--- src/rtl/ex_stage_if.sv ---
// Bus bundles around the execute stage: ID->EX issue, EX<->ALU operands/results, EX->MEM entry.
// The master modport belongs to the side that drives the forward payload.

interface id_ex_if #(parameter int unsigned DATA_WIDTH = 32);
  logic                  id_valid;
  logic                  id_ready;
  logic [DATA_WIDTH-1:0] id_pc;
  logic [5:0]            id_opcode;
  logic [5:0]            id_funct;
  logic [4:0]            id_shamt;
  logic [15:0]           id_imm;
  logic [DATA_WIDTH-1:0] id_rs_val;
  logic [DATA_WIDTH-1:0] id_rt_val;
  logic [4:0]            id_dest;
  logic                  flush;

  modport master (
    output id_valid, id_pc, id_opcode, id_funct, id_shamt, id_imm,
           id_rs_val, id_rt_val, id_dest, flush,
    input  id_ready
  );
  modport slave (
    input  id_valid, id_pc, id_opcode, id_funct, id_shamt, id_imm,
           id_rs_val, id_rt_val, id_dest, flush,
    output id_ready
  );
endinterface

interface alu_if #(parameter int unsigned DATA_WIDTH = 32);
  logic [DATA_WIDTH-1:0] alu_a;
  logic [DATA_WIDTH-1:0] alu_b;
  logic [2:0]            alu_op;
  logic [DATA_WIDTH-1:0] alu_result;
  logic                  alu_zero;
  logic                  alu_ovf;

  modport master (output alu_a, alu_b, alu_op, input alu_result, alu_zero, alu_ovf);
  modport slave  (input alu_a, alu_b, alu_op, output alu_result, alu_zero, alu_ovf);
endinterface

interface ex_mem_if #(parameter int unsigned DATA_WIDTH = 32);
  logic                  ex_valid;
  logic                  mem_ready;
  logic [DATA_WIDTH-1:0] ex_result;
  logic [DATA_WIDTH-1:0] ex_store;
  logic [4:0]            ex_dest;
  logic                  ex_wen;
  logic                  ex_load;
  logic                  ex_storeen;
  logic                  ex_br_taken;
  logic [DATA_WIDTH-1:0] ex_br_target;
  logic [1:0]            ex_exc;

  modport master (
    output ex_valid, ex_result, ex_store, ex_dest, ex_wen, ex_load, ex_storeen,
           ex_br_taken, ex_br_target, ex_exc,
    input  mem_ready
  );
  modport slave (
    input  ex_valid, ex_result, ex_store, ex_dest, ex_wen, ex_load, ex_storeen,
           ex_br_taken, ex_br_target, ex_exc,
    output mem_ready
  );
endinterface

--- src/rtl/ex_stage.sv ---
// MIPS execute stage: decodes the instruction, drives the external ALU and
// holds one EX/MEM entry behind a valid/ready handshake.

module ex_stage #(
  parameter int unsigned DATA_WIDTH = 32,  // only 32 is supported
  parameter bit          OVF_TRAP   = 1'b1
) (
  input  logic      clk,
  input  logic      resetn,
  id_ex_if.slave    id_bus,
  alu_if.master     alu_bus,
  ex_mem_if.master  mem_bus
);

  localparam int unsigned DW  = DATA_WIDTH;
  localparam int unsigned OPW = 3;

  localparam logic [OPW-1:0] OP_AND  = 3'b000;
  localparam logic [OPW-1:0] OP_OR   = 3'b001;
  localparam logic [OPW-1:0] OP_ADD  = 3'b010;
  localparam logic [OPW-1:0] OP_XOR  = 3'b011;
  localparam logic [OPW-1:0] OP_SRA  = 3'b100;
  localparam logic [OPW-1:0] OP_SLTU = 3'b101;
  localparam logic [OPW-1:0] OP_SUB  = 3'b110;
  localparam logic [OPW-1:0] OP_SLT  = 3'b111;

  localparam logic [5:0] OPC_RTYPE = 6'h00;
  localparam logic [5:0] OPC_BEQ   = 6'h04;
  localparam logic [5:0] OPC_BNE   = 6'h05;
  localparam logic [5:0] OPC_ADDI  = 6'h08;
  localparam logic [5:0] OPC_ADDIU = 6'h09;
  localparam logic [5:0] OPC_SLTI  = 6'h0A;
  localparam logic [5:0] OPC_SLTIU = 6'h0B;
  localparam logic [5:0] OPC_ANDI  = 6'h0C;
  localparam logic [5:0] OPC_ORI   = 6'h0D;
  localparam logic [5:0] OPC_XORI  = 6'h0E;
  localparam logic [5:0] OPC_LUI   = 6'h0F;
  localparam logic [5:0] OPC_LW    = 6'h23;
  localparam logic [5:0] OPC_SW    = 6'h2B;

  localparam logic [5:0] F_SRA  = 6'h03;
  localparam logic [5:0] F_SRAV = 6'h07;
  localparam logic [5:0] F_ADD  = 6'h20;
  localparam logic [5:0] F_ADDU = 6'h21;
  localparam logic [5:0] F_SUB  = 6'h22;
  localparam logic [5:0] F_SUBU = 6'h23;
  localparam logic [5:0] F_AND  = 6'h24;
  localparam logic [5:0] F_OR   = 6'h25;
  localparam logic [5:0] F_XOR  = 6'h26;
  localparam logic [5:0] F_SLT  = 6'h2A;
  localparam logic [5:0] F_SLTU = 6'h2B;

  logic [DW-1:0]  sext_c, zext_c, a_c, b_c, target_c;
  logic [OPW-1:0] op_c;
  logic           wen_c, load_c, storeen_c, br_c, bne_c, trap_c, illegal_c;
  logic           ovf_trap_c, taken_c, id_ready_c, capture_c;
  logic [1:0]     exc_c;

  logic          valid_q, valid_d;
  logic [DW-1:0] result_q, result_d, store_q, store_d, target_q, target_d;
  logic [4:0]    dest_q, dest_d;
  logic          wen_q, wen_d, load_q, load_d, storeen_q, storeen_d, taken_q, taken_d;
  logic [1:0]    exc_q, exc_d;

  assign sext_c = {{(DW-16){id_bus.id_imm[15]}}, id_bus.id_imm};
  assign zext_c = {{(DW-16){1'b0}}, id_bus.id_imm};

  // Instruction decode: operand selection, ALU opcode and writeback controls.
  always_comb begin
    a_c       = id_bus.id_rs_val;
    b_c       = id_bus.id_rt_val;
    op_c      = OP_AND;
    wen_c     = 1'b0;
    load_c    = 1'b0;
    storeen_c = 1'b0;
    br_c      = 1'b0;
    bne_c     = 1'b0;
    trap_c    = 1'b0;
    illegal_c = 1'b0;
    case (id_bus.id_opcode)
      OPC_RTYPE: begin
        wen_c = 1'b1;
        case (id_bus.id_funct)
          F_ADD:  begin op_c = OP_ADD; trap_c = 1'b1; end
          F_ADDU: op_c = OP_ADD;
          F_SUB:  begin op_c = OP_SUB; trap_c = 1'b1; end
          F_SUBU: op_c = OP_SUB;
          F_AND:  op_c = OP_AND;
          F_OR:   op_c = OP_OR;
          F_XOR:  op_c = OP_XOR;
          F_SLT:  op_c = OP_SLT;
          F_SLTU: op_c = OP_SLTU;
          F_SRA: begin
            a_c  = id_bus.id_rt_val;
            b_c  = DW'(id_bus.id_shamt);
            op_c = OP_SRA;
          end
          F_SRAV: begin
            a_c  = id_bus.id_rt_val;
            b_c  = DW'(id_bus.id_rs_val[4:0]);
            op_c = OP_SRA;
          end
          default: illegal_c = 1'b1;
        endcase
      end
      OPC_ADDI:  begin b_c = sext_c; op_c = OP_ADD;  wen_c = 1'b1; trap_c = 1'b1; end
      OPC_ADDIU: begin b_c = sext_c; op_c = OP_ADD;  wen_c = 1'b1; end
      OPC_LW:    begin b_c = sext_c; op_c = OP_ADD;  wen_c = 1'b1; load_c = 1'b1; end
      OPC_SW:    begin b_c = sext_c; op_c = OP_ADD;  storeen_c = 1'b1; end
      OPC_SLTI:  begin b_c = sext_c; op_c = OP_SLT;  wen_c = 1'b1; end
      OPC_SLTIU: begin b_c = sext_c; op_c = OP_SLTU; wen_c = 1'b1; end
      OPC_ANDI:  begin b_c = zext_c; op_c = OP_AND;  wen_c = 1'b1; end
      OPC_ORI:   begin b_c = zext_c; op_c = OP_OR;   wen_c = 1'b1; end
      OPC_XORI:  begin b_c = zext_c; op_c = OP_XOR;  wen_c = 1'b1; end
      OPC_LUI: begin
        a_c   = '0;
        b_c   = {id_bus.id_imm, {(DW-16){1'b0}}};
        op_c  = OP_OR;
        wen_c = 1'b1;
      end
      OPC_BEQ: begin op_c = OP_SUB; br_c = 1'b1; end
      OPC_BNE: begin op_c = OP_SUB; br_c = 1'b1; bne_c = 1'b1; end
      default: illegal_c = 1'b1;
    endcase
    // Illegal encodings present a quiet AND of zeros to the ALU.
    if (illegal_c) begin
      a_c       = '0;
      b_c       = '0;
      op_c      = OP_AND;
      wen_c     = 1'b0;
      trap_c    = 1'b0;
    end
  end

  assign alu_bus.alu_a  = a_c;
  assign alu_bus.alu_b  = b_c;
  assign alu_bus.alu_op = op_c;

  assign ovf_trap_c = OVF_TRAP & trap_c & alu_bus.alu_ovf;
  assign taken_c    = br_c & (bne_c ? ~alu_bus.alu_zero : alu_bus.alu_zero);
  assign exc_c      = illegal_c ? 2'b10 : (ovf_trap_c ? 2'b01 : 2'b00);
  assign target_c   = id_bus.id_pc + DW'(4) + (sext_c << 2);

  assign id_ready_c = ~valid_q | mem_bus.mem_ready;
  assign capture_c  = id_bus.id_valid & id_ready_c & ~id_bus.flush;
  assign id_bus.id_ready = id_ready_c;

  // Entry next-state: flush wins, then capture (which also covers consume-and-refill), then drain.
  always_comb begin
    valid_d   = valid_q;
    result_d  = result_q;
    store_d   = store_q;
    target_d  = target_q;
    dest_d    = dest_q;
    wen_d     = wen_q;
    load_d    = load_q;
    storeen_d = storeen_q;
    taken_d   = taken_q;
    exc_d     = exc_q;
    if (id_bus.flush || (!capture_c && mem_bus.mem_ready)) begin
      valid_d   = 1'b0;
      wen_d     = 1'b0;
      load_d    = 1'b0;
      storeen_d = 1'b0;
      taken_d   = 1'b0;
      exc_d     = 2'b00;
    end else if (capture_c) begin
      valid_d   = 1'b1;
      result_d  = alu_bus.alu_result;
      store_d   = id_bus.id_rt_val;
      target_d  = target_c;
      dest_d    = id_bus.id_dest;
      wen_d     = wen_c & ~ovf_trap_c;
      load_d    = load_c;
      storeen_d = storeen_c;
      taken_d   = taken_c;
      exc_d     = exc_c;
    end
  end

  always_ff @(posedge clk or negedge resetn) begin
    if (!resetn) begin
      valid_q   <= 1'b0;
      result_q  <= '0;
      store_q   <= '0;
      target_q  <= '0;
      dest_q    <= '0;
      wen_q     <= 1'b0;
      load_q    <= 1'b0;
      storeen_q <= 1'b0;
      taken_q   <= 1'b0;
      exc_q     <= 2'b00;
    end else begin
      valid_q   <= valid_d;
      result_q  <= result_d;
      store_q   <= store_d;
      target_q  <= target_d;
      dest_q    <= dest_d;
      wen_q     <= wen_d;
      load_q    <= load_d;
      storeen_q <= storeen_d;
      taken_q   <= taken_d;
      exc_q     <= exc_d;
    end
  end

  assign mem_bus.ex_valid     = valid_q;
  assign mem_bus.ex_result    = result_q;
  assign mem_bus.ex_store     = store_q;
  assign mem_bus.ex_br_target = target_q;
  assign mem_bus.ex_dest      = dest_q;
  assign mem_bus.ex_wen       = wen_q;
  assign mem_bus.ex_load      = load_q;
  assign mem_bus.ex_storeen   = storeen_q;
  assign mem_bus.ex_br_taken  = taken_q;
  assign mem_bus.ex_exc       = exc_q;

endmodule
--- src/flat_wrapper.sv ---
// flat-port wrapper written by rule: the top's interface ports become plain ports
module ex_stage_flat 
#(
  parameter int unsigned DATA_WIDTH = 32,                         
  parameter bit          OVF_TRAP   = 1'b1
)
  (clk, resetn, id_bus_id_valid, id_bus_id_pc, id_bus_id_opcode, id_bus_id_funct, id_bus_id_shamt, id_bus_id_imm, id_bus_id_rs_val, id_bus_id_rt_val, id_bus_id_dest, id_bus_flush, id_bus_id_ready, alu_bus_alu_a, alu_bus_alu_b, alu_bus_alu_op, alu_bus_alu_result, alu_bus_alu_zero, alu_bus_alu_ovf, mem_bus_ex_valid, mem_bus_ex_result, mem_bus_ex_store, mem_bus_ex_dest, mem_bus_ex_wen, mem_bus_ex_load, mem_bus_ex_storeen, mem_bus_ex_br_taken, mem_bus_ex_br_target, mem_bus_ex_exc, mem_bus_mem_ready);
  id_ex_if #(.DATA_WIDTH(DATA_WIDTH)) id_bus_i ();
  alu_if #(.DATA_WIDTH(DATA_WIDTH)) alu_bus_i ();
  ex_mem_if #(.DATA_WIDTH(DATA_WIDTH)) mem_bus_i ();
  input  logic clk;
  input  logic resetn;
  input wire logic [$bits(id_bus_i.id_valid)-1:0] id_bus_id_valid;
  input wire logic [$bits(id_bus_i.id_pc)-1:0] id_bus_id_pc;
  input wire logic [$bits(id_bus_i.id_opcode)-1:0] id_bus_id_opcode;
  input wire logic [$bits(id_bus_i.id_funct)-1:0] id_bus_id_funct;
  input wire logic [$bits(id_bus_i.id_shamt)-1:0] id_bus_id_shamt;
  input wire logic [$bits(id_bus_i.id_imm)-1:0] id_bus_id_imm;
  input wire logic [$bits(id_bus_i.id_rs_val)-1:0] id_bus_id_rs_val;
  input wire logic [$bits(id_bus_i.id_rt_val)-1:0] id_bus_id_rt_val;
  input wire logic [$bits(id_bus_i.id_dest)-1:0] id_bus_id_dest;
  input wire logic [$bits(id_bus_i.flush)-1:0] id_bus_flush;
  output wire logic [$bits(id_bus_i.id_ready)-1:0] id_bus_id_ready;
  output wire logic [$bits(alu_bus_i.alu_a)-1:0] alu_bus_alu_a;
  output wire logic [$bits(alu_bus_i.alu_b)-1:0] alu_bus_alu_b;
  output wire logic [$bits(alu_bus_i.alu_op)-1:0] alu_bus_alu_op;
  input wire logic [$bits(alu_bus_i.alu_result)-1:0] alu_bus_alu_result;
  input wire logic [$bits(alu_bus_i.alu_zero)-1:0] alu_bus_alu_zero;
  input wire logic [$bits(alu_bus_i.alu_ovf)-1:0] alu_bus_alu_ovf;
  output wire logic [$bits(mem_bus_i.ex_valid)-1:0] mem_bus_ex_valid;
  output wire logic [$bits(mem_bus_i.ex_result)-1:0] mem_bus_ex_result;
  output wire logic [$bits(mem_bus_i.ex_store)-1:0] mem_bus_ex_store;
  output wire logic [$bits(mem_bus_i.ex_dest)-1:0] mem_bus_ex_dest;
  output wire logic [$bits(mem_bus_i.ex_wen)-1:0] mem_bus_ex_wen;
  output wire logic [$bits(mem_bus_i.ex_load)-1:0] mem_bus_ex_load;
  output wire logic [$bits(mem_bus_i.ex_storeen)-1:0] mem_bus_ex_storeen;
  output wire logic [$bits(mem_bus_i.ex_br_taken)-1:0] mem_bus_ex_br_taken;
  output wire logic [$bits(mem_bus_i.ex_br_target)-1:0] mem_bus_ex_br_target;
  output wire logic [$bits(mem_bus_i.ex_exc)-1:0] mem_bus_ex_exc;
  input wire logic [$bits(mem_bus_i.mem_ready)-1:0] mem_bus_mem_ready;
  assign id_bus_i.id_valid = id_bus_id_valid;
  assign id_bus_i.id_pc = id_bus_id_pc;
  assign id_bus_i.id_opcode = id_bus_id_opcode;
  assign id_bus_i.id_funct = id_bus_id_funct;
  assign id_bus_i.id_shamt = id_bus_id_shamt;
  assign id_bus_i.id_imm = id_bus_id_imm;
  assign id_bus_i.id_rs_val = id_bus_id_rs_val;
  assign id_bus_i.id_rt_val = id_bus_id_rt_val;
  assign id_bus_i.id_dest = id_bus_id_dest;
  assign id_bus_i.flush = id_bus_flush;
  assign id_bus_id_ready = id_bus_i.id_ready;
  assign alu_bus_alu_a = alu_bus_i.alu_a;
  assign alu_bus_alu_b = alu_bus_i.alu_b;
  assign alu_bus_alu_op = alu_bus_i.alu_op;
  assign alu_bus_i.alu_result = alu_bus_alu_result;
  assign alu_bus_i.alu_zero = alu_bus_alu_zero;
  assign alu_bus_i.alu_ovf = alu_bus_alu_ovf;
  assign mem_bus_ex_valid = mem_bus_i.ex_valid;
  assign mem_bus_ex_result = mem_bus_i.ex_result;
  assign mem_bus_ex_store = mem_bus_i.ex_store;
  assign mem_bus_ex_dest = mem_bus_i.ex_dest;
  assign mem_bus_ex_wen = mem_bus_i.ex_wen;
  assign mem_bus_ex_load = mem_bus_i.ex_load;
  assign mem_bus_ex_storeen = mem_bus_i.ex_storeen;
  assign mem_bus_ex_br_taken = mem_bus_i.ex_br_taken;
  assign mem_bus_ex_br_target = mem_bus_i.ex_br_target;
  assign mem_bus_ex_exc = mem_bus_i.ex_exc;
  assign mem_bus_i.mem_ready = mem_bus_mem_ready;
  ex_stage #(.DATA_WIDTH(DATA_WIDTH), .OVF_TRAP(OVF_TRAP)) u_core (.clk(clk), .resetn(resetn), .id_bus(id_bus_i), .alu_bus(alu_bus_i), .mem_bus(mem_bus_i));
endmodule
--- config.mk ---
export PLATFORM = sky130hd
export DESIGN_NAME = ex_stage_flat
export DESIGN_NICKNAME = d
export VERILOG_FILES = /design/src/rtl/ex_stage_if.sv /design/src/rtl/ex_stage.sv /design/src/flat_wrapper.sv
export SDC_FILE = /design/constraint.sdc
export NUM_CORES = 1
export LEC_CHECK = 0
export BUFFER_PORTS_ARGS = -buffer_cell sky130_fd_sc_hd__buf_2
export CAP_MARGIN = 0
export CORE_AREA = 4 4 133 135
export CTS_CLUSTER_SIZE = 25
export DETAILED_ROUTE_END_ITERATION = 7
export DIE_AREA = 0 0 137 139
export PLACE_DENSITY_LB_ADDON = 0.25
export SYNTH_ARGS = -nofsm -noshare
export SYNTH_HDL_FRONTEND = slang
export SYNTH_SLANG_ARGS = --single-unit
--- constraint.sdc ---
create_clock -name clk -period 2.43 [get_ports clk]
set_clock_uncertainty 0.1 [all_clocks]
set_input_delay 0.243 -clock clk [delete_from_list [all_inputs] [get_ports clk]]
set_output_delay 0.243 -clock clk [all_outputs]
set_load 0.005 [all_outputs]
# --- Word-level counts from Yosys, hierarchy flattened ---
# Cells that the tools add are included.
word_totals:
  in_bits: 173
  elab_cells: 99
  out_inout_bits: 176
  reg_bits: 108
classes:
  n_reduce_logical: 18
  muxes: 35
  bitwise: 11
  addsub: 2
  eq_ne: 23
op_table:
  columns: ["cell", "n"]
  rows:
  - ["32-bit one-hot mux with 2 select lines", 2]
  - ["32-bit one-hot mux with 4 select lines", 1]
  - ["32-bit 2-to-1 mux", 3]
  - ["6-bit == test (second input constant)", 11]
  - ["6-bit by 4-bit == test with 1-bit output (second input constant)", 8]
  - ["3-bit one-hot mux with 7 select lines", 2]
  - ["32-bit by 3-bit adder with 32-bit output (second input constant)", 1]
  - ["32-bit adder", 1]
  - ["1-bit 2-to-1 mux", 21]
  - ["6-bit by 3-bit == test with 1-bit output (second input constant)", 3]
  - ["12-bit OR reduction", 1]
  - ["2-bit OR reduction", 6]
  - ["11-bit OR reduction", 1]
  - ["10-bit OR reduction", 1]
  - ["6-bit by 2-bit == test with 1-bit output (second input constant)", 1]
  - ["6-bit logical NOT", 1]
  - ["2-bit 2-to-1 mux", 3]
  - ["6-bit OR reduction", 1]
  - ["1-bit bitwise AND", 5]
  - ["1-bit NOT", 5]
  - ["1-bit one-hot mux with 2 select lines", 2]
  - ["4-bit OR reduction", 1]
  - ["3-bit 2-to-1 mux", 1]
  - ["3-bit OR reduction", 1]
  - ["other kinds (6)", 6]

# --- Depth between registers and ports, before layout ---
logic_depth:
  ltp_word: 10
  depth_mapped: 13
  ltp_nobuf: 13

# --- Least setup slack after synthesis ---
# OpenSTA, ideal clock, no wires.
synth_path:
  path_kind: "in2reg"
  from: "input port id_bus_id_imm[1]"
  to: "register u_core.target_q[27] (netlist: u_core.mem_bus.ex_br_target[27])"
  path_stages: 11
  arrival_time_ns: 2.439
  path_buffers: 0
  slack_ns: -0.236
  setup_time_ns: 0.126
  t_required_ns: 2.204
  cell_sequence: "ha_1 > ha_1 > inv_1 > fa_1 > nor2b_1 > o21bai_1 > a2111oi_2 > or4_4 > a31oi_4 > o2111a_1 > a221o_1"
synth_via:
  elab_chain_len: 1
synth_lines:
  columns: ["item", "line_no", "text"]
  rows:
  - ["from (decl)", "flat_wrapper.sv:18", "input wire logic [$bits(id_bus_i.id_imm)-1:0] id_bus_id_imm;"]
  - ["32-bit adder", "ex_stage.sv:142", "assign target_c = id_bus.id_pc + DW'(4) + (sext_c << 2);"]
  - ["to (signal assigned)", "ex_stage.sv:197", "target_q <= target_d;"]
  - ["to (decl)", "ex_stage.sv:60", "logic [DW-1:0] result_q, result_d, store_q, store_d, target_q, target_d;"]
# No other way between the ends.
# A chain may end at the register's enable or synchronous reset.

# --- Worst setup path after layout ---
# Same ends and word-level chain as after synthesis.

==> results.txt <==
----------------------------------------------------
[Synthesis]
  Instance count of the mapped netlist ... 930
  Mapped Area ... 0.00735 mm²
  Most used flip-flop cell after synthesis ... sky130_fd_sc_hd__dfrtp_1
  Synth async-reset ratio ... 100%
  Cell type contributing the most total cell area after synthesis ... sky130_fd_sc_hd__dfrtp_1
  Most frequent cells after synthesis ... sky130_fd_sc_hd__nand2_1 (297), sky130_fd_sc_hd__dfrtp_1 (108), sky130_fd_sc_hd__a21oi_1 (62), sky130_fd_sc_hd__ha_1 (57), sky130_fd_sc_hd__nor2_1 (49)
  Cell with the most instances after synthesis ... sky130_fd_sc_hd__nand2_1
  Post-synthesis register bit count ... 108
  Post-synthesis sequential area ratio ... 36.7%
  Post-Synthesis Net Count ... 1161
  Share of the synthesized area in the top cell type ... 36.7%
  Top post-synthesis cells by area ... sky130_fd_sc_hd__dfrtp_1 (37%), sky130_fd_sc_hd__nand2_1 (15%), sky130_fd_sc_hd__ha_1 (9.7%)
  Synthesized area per cell ... 7.91 µm²
  Number of enable-type register cells in the synthesized netlist ... 0
  Yosys warnings ... 0
  Yosys cell types ... 70

[STA]
  Final Max Tran Viols ... 0
  Summed negative setup slack over all endpoints ... -29.0 ps
  Finish-stage setup viols ... 2
  Portion of the clock cycle consumed by the worst path in the final layout ... 101%
  Worst slew pin tran ... 681 ps
  Minimum setup slack in the final design ... -23.6 ps
  Final min period ... 2450 ps
  Highest clock rate ... 0.408 GHz
  Worst slew margin ... 54.3%
  RSZ-0062 raised after global routing ... true
  Final Hold Vio Count ... 0

[Floorplan]
  Initial Utilization ... 44.7%
  IO Pins ... 349
  Die footprint ... 0.0190 mm²
  Placeable Area ... 0.0165 mm²
  Width of the chip ... 137 µm
  Vertical die dimension ... 139 µm
  Standard-cell row count ... 47

[Worst setup path]
  Kind of start point of the critical path ... input pin
  Element type at the critical path end ... register
  Library cell contributing the largest single delay on the critical path ... sky130_fd_sc_hd__fa_2
  Crit path max fanout ... 4
  Worst setup path category ... in2reg
  Critical Path RT ... 2570 ps
  CP dominant cell by count ... sky130_fd_sc_hd__ha_4
  Sequence of cells on the critical path ... buf_8 -> ha_4 -> ha_4 -> inv_2 -> fa_2 -> nor2b_4 -> o21bai_4 -> a2111oi_4 -> or4_4 -> a31oi_4 -> o2111a_1 -> a221o_1
  Critical Path AT ... 2590 ps
  Category of cells accounting for the largest share of critical-path delay ... compound AO/OA/AOI/OAI gates
  Slowest cell delay on critical path ... 380 ps
  Buffer and inverter count on the worst path ... 2

[Power and ir drop]
  Static Leak ... 5.96 nW
  Share of power burned in registers ... 38.0%
  Share of power burned in combinational logic ... 37.8%
  Power Density ... 543 mW/mm²
  Clock network fraction of design power ... 24.3%
  Fraction of power spent switching nets ... 33.9%
  Maximum vdd ir drop ... 0.344 mV
  Net switching power figure ... 2.04 mW
  P_int ... 3.97 mW

[Routing]
  Via density per instance ... 5.38
  Detailed router's first-iteration violation count ... 691
  Vias ... 8691
  Number of nets with antenna violations after routing ... 0
  Average wire per standard cell ... 17.8 µm
  Residual DRC ... 0
  Sum of routed wire length over all layers ... 28800 µm
  Number of detailed-route iterations in the first pass ... 8

[GRT]
  Total routing usage reported by global routing ... 29.2%
  Leftover overflow at the end of global routing ... 0
  Antenna violations before repair ... 0
  Global-route wire length before repair ... 44300 µm
  Pin count of the biggest net entering global routing ... 82
  Vias in the first global route ... 8543

[Clock network]
  Clock buffers created by TritonCTS ... 9
  Maximum buffer depth of the clock tree ... 2
  CTS clk-pin slew, worst paths ... 70 ps
  Number of clock sinks ... 108
  Number of H-tree branching levels ... 3
  Insertion delay of the later-clocked pin in the worst-skew pair ... 350 ps
  CTS tree ... built
  Master cell of the clock root buffer ... sky130_fd_sc_hd__clkbuf_16

[Finish]
  Number of nets at the end of the flow ... 1620
  Fraction of final layout cells with drive strength greater than 1 ... 38.0%
  Post-Layout Inst Area ... 0.0111 mm²
  # fillers ... 1393
  Final instance count without filler cells ... 1614
  Number of diodes added for antenna fixing ... 0
  Synthesis-to-finish area growth ... 50.4%

[Placement]
  Weighted congestion reported at the end of routability-driven placement ... 0.947
  Placed instance area ... 0.0102 mm²
  Post-Place Cells ... 1557
  Count of input and output buffers ... 348
  Placement Setup Slack ... -451 ps
  Detailed Place HPWL ... 21700 µm

[Hold path]
  Min-Delay Path Class ... in2reg

[Run status]
  Outcome ... complete, but fails checks
  Violations in the final reports ... negative setup slack

[Run]
  Max cap viols ... 0

----------------------------------------------------
## state kept, by name, indices dropped and copies added (netlist names)
| signal | cells |
|---|---|
| u_core.mem_bus.ex_br_taken | 1 |
| u_core.mem_bus.ex_result | 32 |
| u_core.mem_bus.ex_store | 32 |
| u_core.mem_bus.ex_dest | 5 |
| u_core.mem_bus.ex_valid | 1 |
| u_core.mem_bus.ex_storeen | 1 |
| u_core.mem_bus.ex_br_target | 32 |
| u_core.mem_bus.ex_wen | 1 |
| u_core.mem_bus.ex_exc | 2 |
| u_core.mem_bus.ex_load | 1 |
## power by group through the flow
stage | sequential, mW | combinational (mW) | clock [mW]
floorplan | 2.32 | 1.01 | 0
global placement | 2.30 | 2.14 | 0
detailed placement | 2.31 | 2.17 | 0
CTS | 2.28 | 2.23 | 1.50
global route | 2.32 | 2.51 | 1.58
finish | 2.28 | 2.27 | 1.46
## cells by family after synthesis
family	Yosys count	share of synthesized area, %
compound gates	207	19.0
fa+ha+maj	59	10.1
simple gates	450	26.0
flops	108	36.7
xor+xnor	23	2.74
mux	6	0.919
buf+inv	77	4.47
## path summary, 6_finish.rpt
path	start	end	slack [ps]	cells after the start
setup / recovery	id_bus_id_imm[1]	u_core.mem_bus.ex_br_target[27]	-20	12
hold / removal	id_bus_id_dest[1]	u_core.mem_bus.ex_dest[1]	7	3
setup reg to reg	u_core.mem_bus.ex_valid	u_core.mem_bus.ex_br_target[30]	530	8
hold reg to reg	u_core.mem_bus.ex_result[31]	u_core.mem_bus.ex_result[31]	370	2
max in group asynchronous	resetn	u_core.mem_bus.ex_store[31]	1510	3
min in group asynchronous	resetn	u_core.mem_bus.ex_store[30]	340	3
## through the flow
| stage | total power [mW] | hold slack [ps] | utilization, % |
|---|---|---|---|
| global placement | 4.44 | 201 | 62.2 |
| detailed placement | 4.48 | 201 | 62.2 |
| CTS | 6.02 | 0.912 | 66.4 |
| global route | 6.41 | 6.68 | 67.2 |
| floorplan | 3.33 | -153 | - |
| finish | 6.01 | 7.44 | 67.2 |
## cell type report
class                   count  area (µm²)  area share, %
inverters                  18        70.1          0.633
well taps                 220         275           2.49
clock inverters             4        31.3          0.283
repair buffers            507        3150           28.5
multi-input cells         745        4570           41.4
flip-flops and latches    108        2700           24.4
clock buffers              12         256           2.32
## placed cells by master, fill, tap and decap left out, drive strengths merged, types with 3 or more instances in the layout
cell type | netlist | layout
a31oi | 7 | 7
nor3 | 8 | 8
o21ai | 39 | 39
or3 | 4 | 4
a22o | 5 | 5
dfrtp | 108 | 108
o21bai | 5 | 5
a22oi | 13 | 13
and3 | 5 | 5
mux2 | 6 | 6
buf | 17 | 468
clkbuf | 42 | 12
clkinv | 0 | 3
nand3 | 45 | 45
o211ai | 4 | 4
nand4 | 9 | 9
xor2 | 11 | 11
o21a | 6 | 6
ha | 57 | 57
a21o | 11 | 11
nor3b | 5 | 5
nand2b | 8 | 8
dlygate4sd3 | 0 | 39
nor4 | 6 | 6
nor2 | 49 | 49
a222oi | 5 | 5
a221oi | 18 | 18
o31ai | 5 | 5
inv | 18 | 19
a211oi | 3 | 3
nand2 | 297 | 297
a21oi | 63 | 63
xnor2 | 12 | 12
## layer usage
metal / vias to the layer above / wire length (µm) / track usage [%]
met5: - / 0 / 0
met4: 0 / 1430 / 13.7
met3: 94 / 2630 / 5.33
met2: 458 / 13500 / 48.8
met1: 3961 / 11200 / 36.2
li1: 4178 / - / -
## worst register-to-register path, delay by kind of cell, from the launching register on
kind / cells / cell delay, ps
flip-flops: 1 / 350
buffers and inverters: 3 / 520
AND/OR/NAND/NOR: 4 / 650
AO/OA/AOI/OAI: 1 / 170
## what timing repair did
action / CTS / global route
gates cloned: 0 / 0
hold buffers: 39 / 0
setup buffers: 1 / 1
endpoints found under the setup margin: 7 / 23
pin swaps: 4 / 15
endpoints found under the hold margin: 146 / 0
resized for setup: 2 / 19
(Power assumes the default switching activity.)
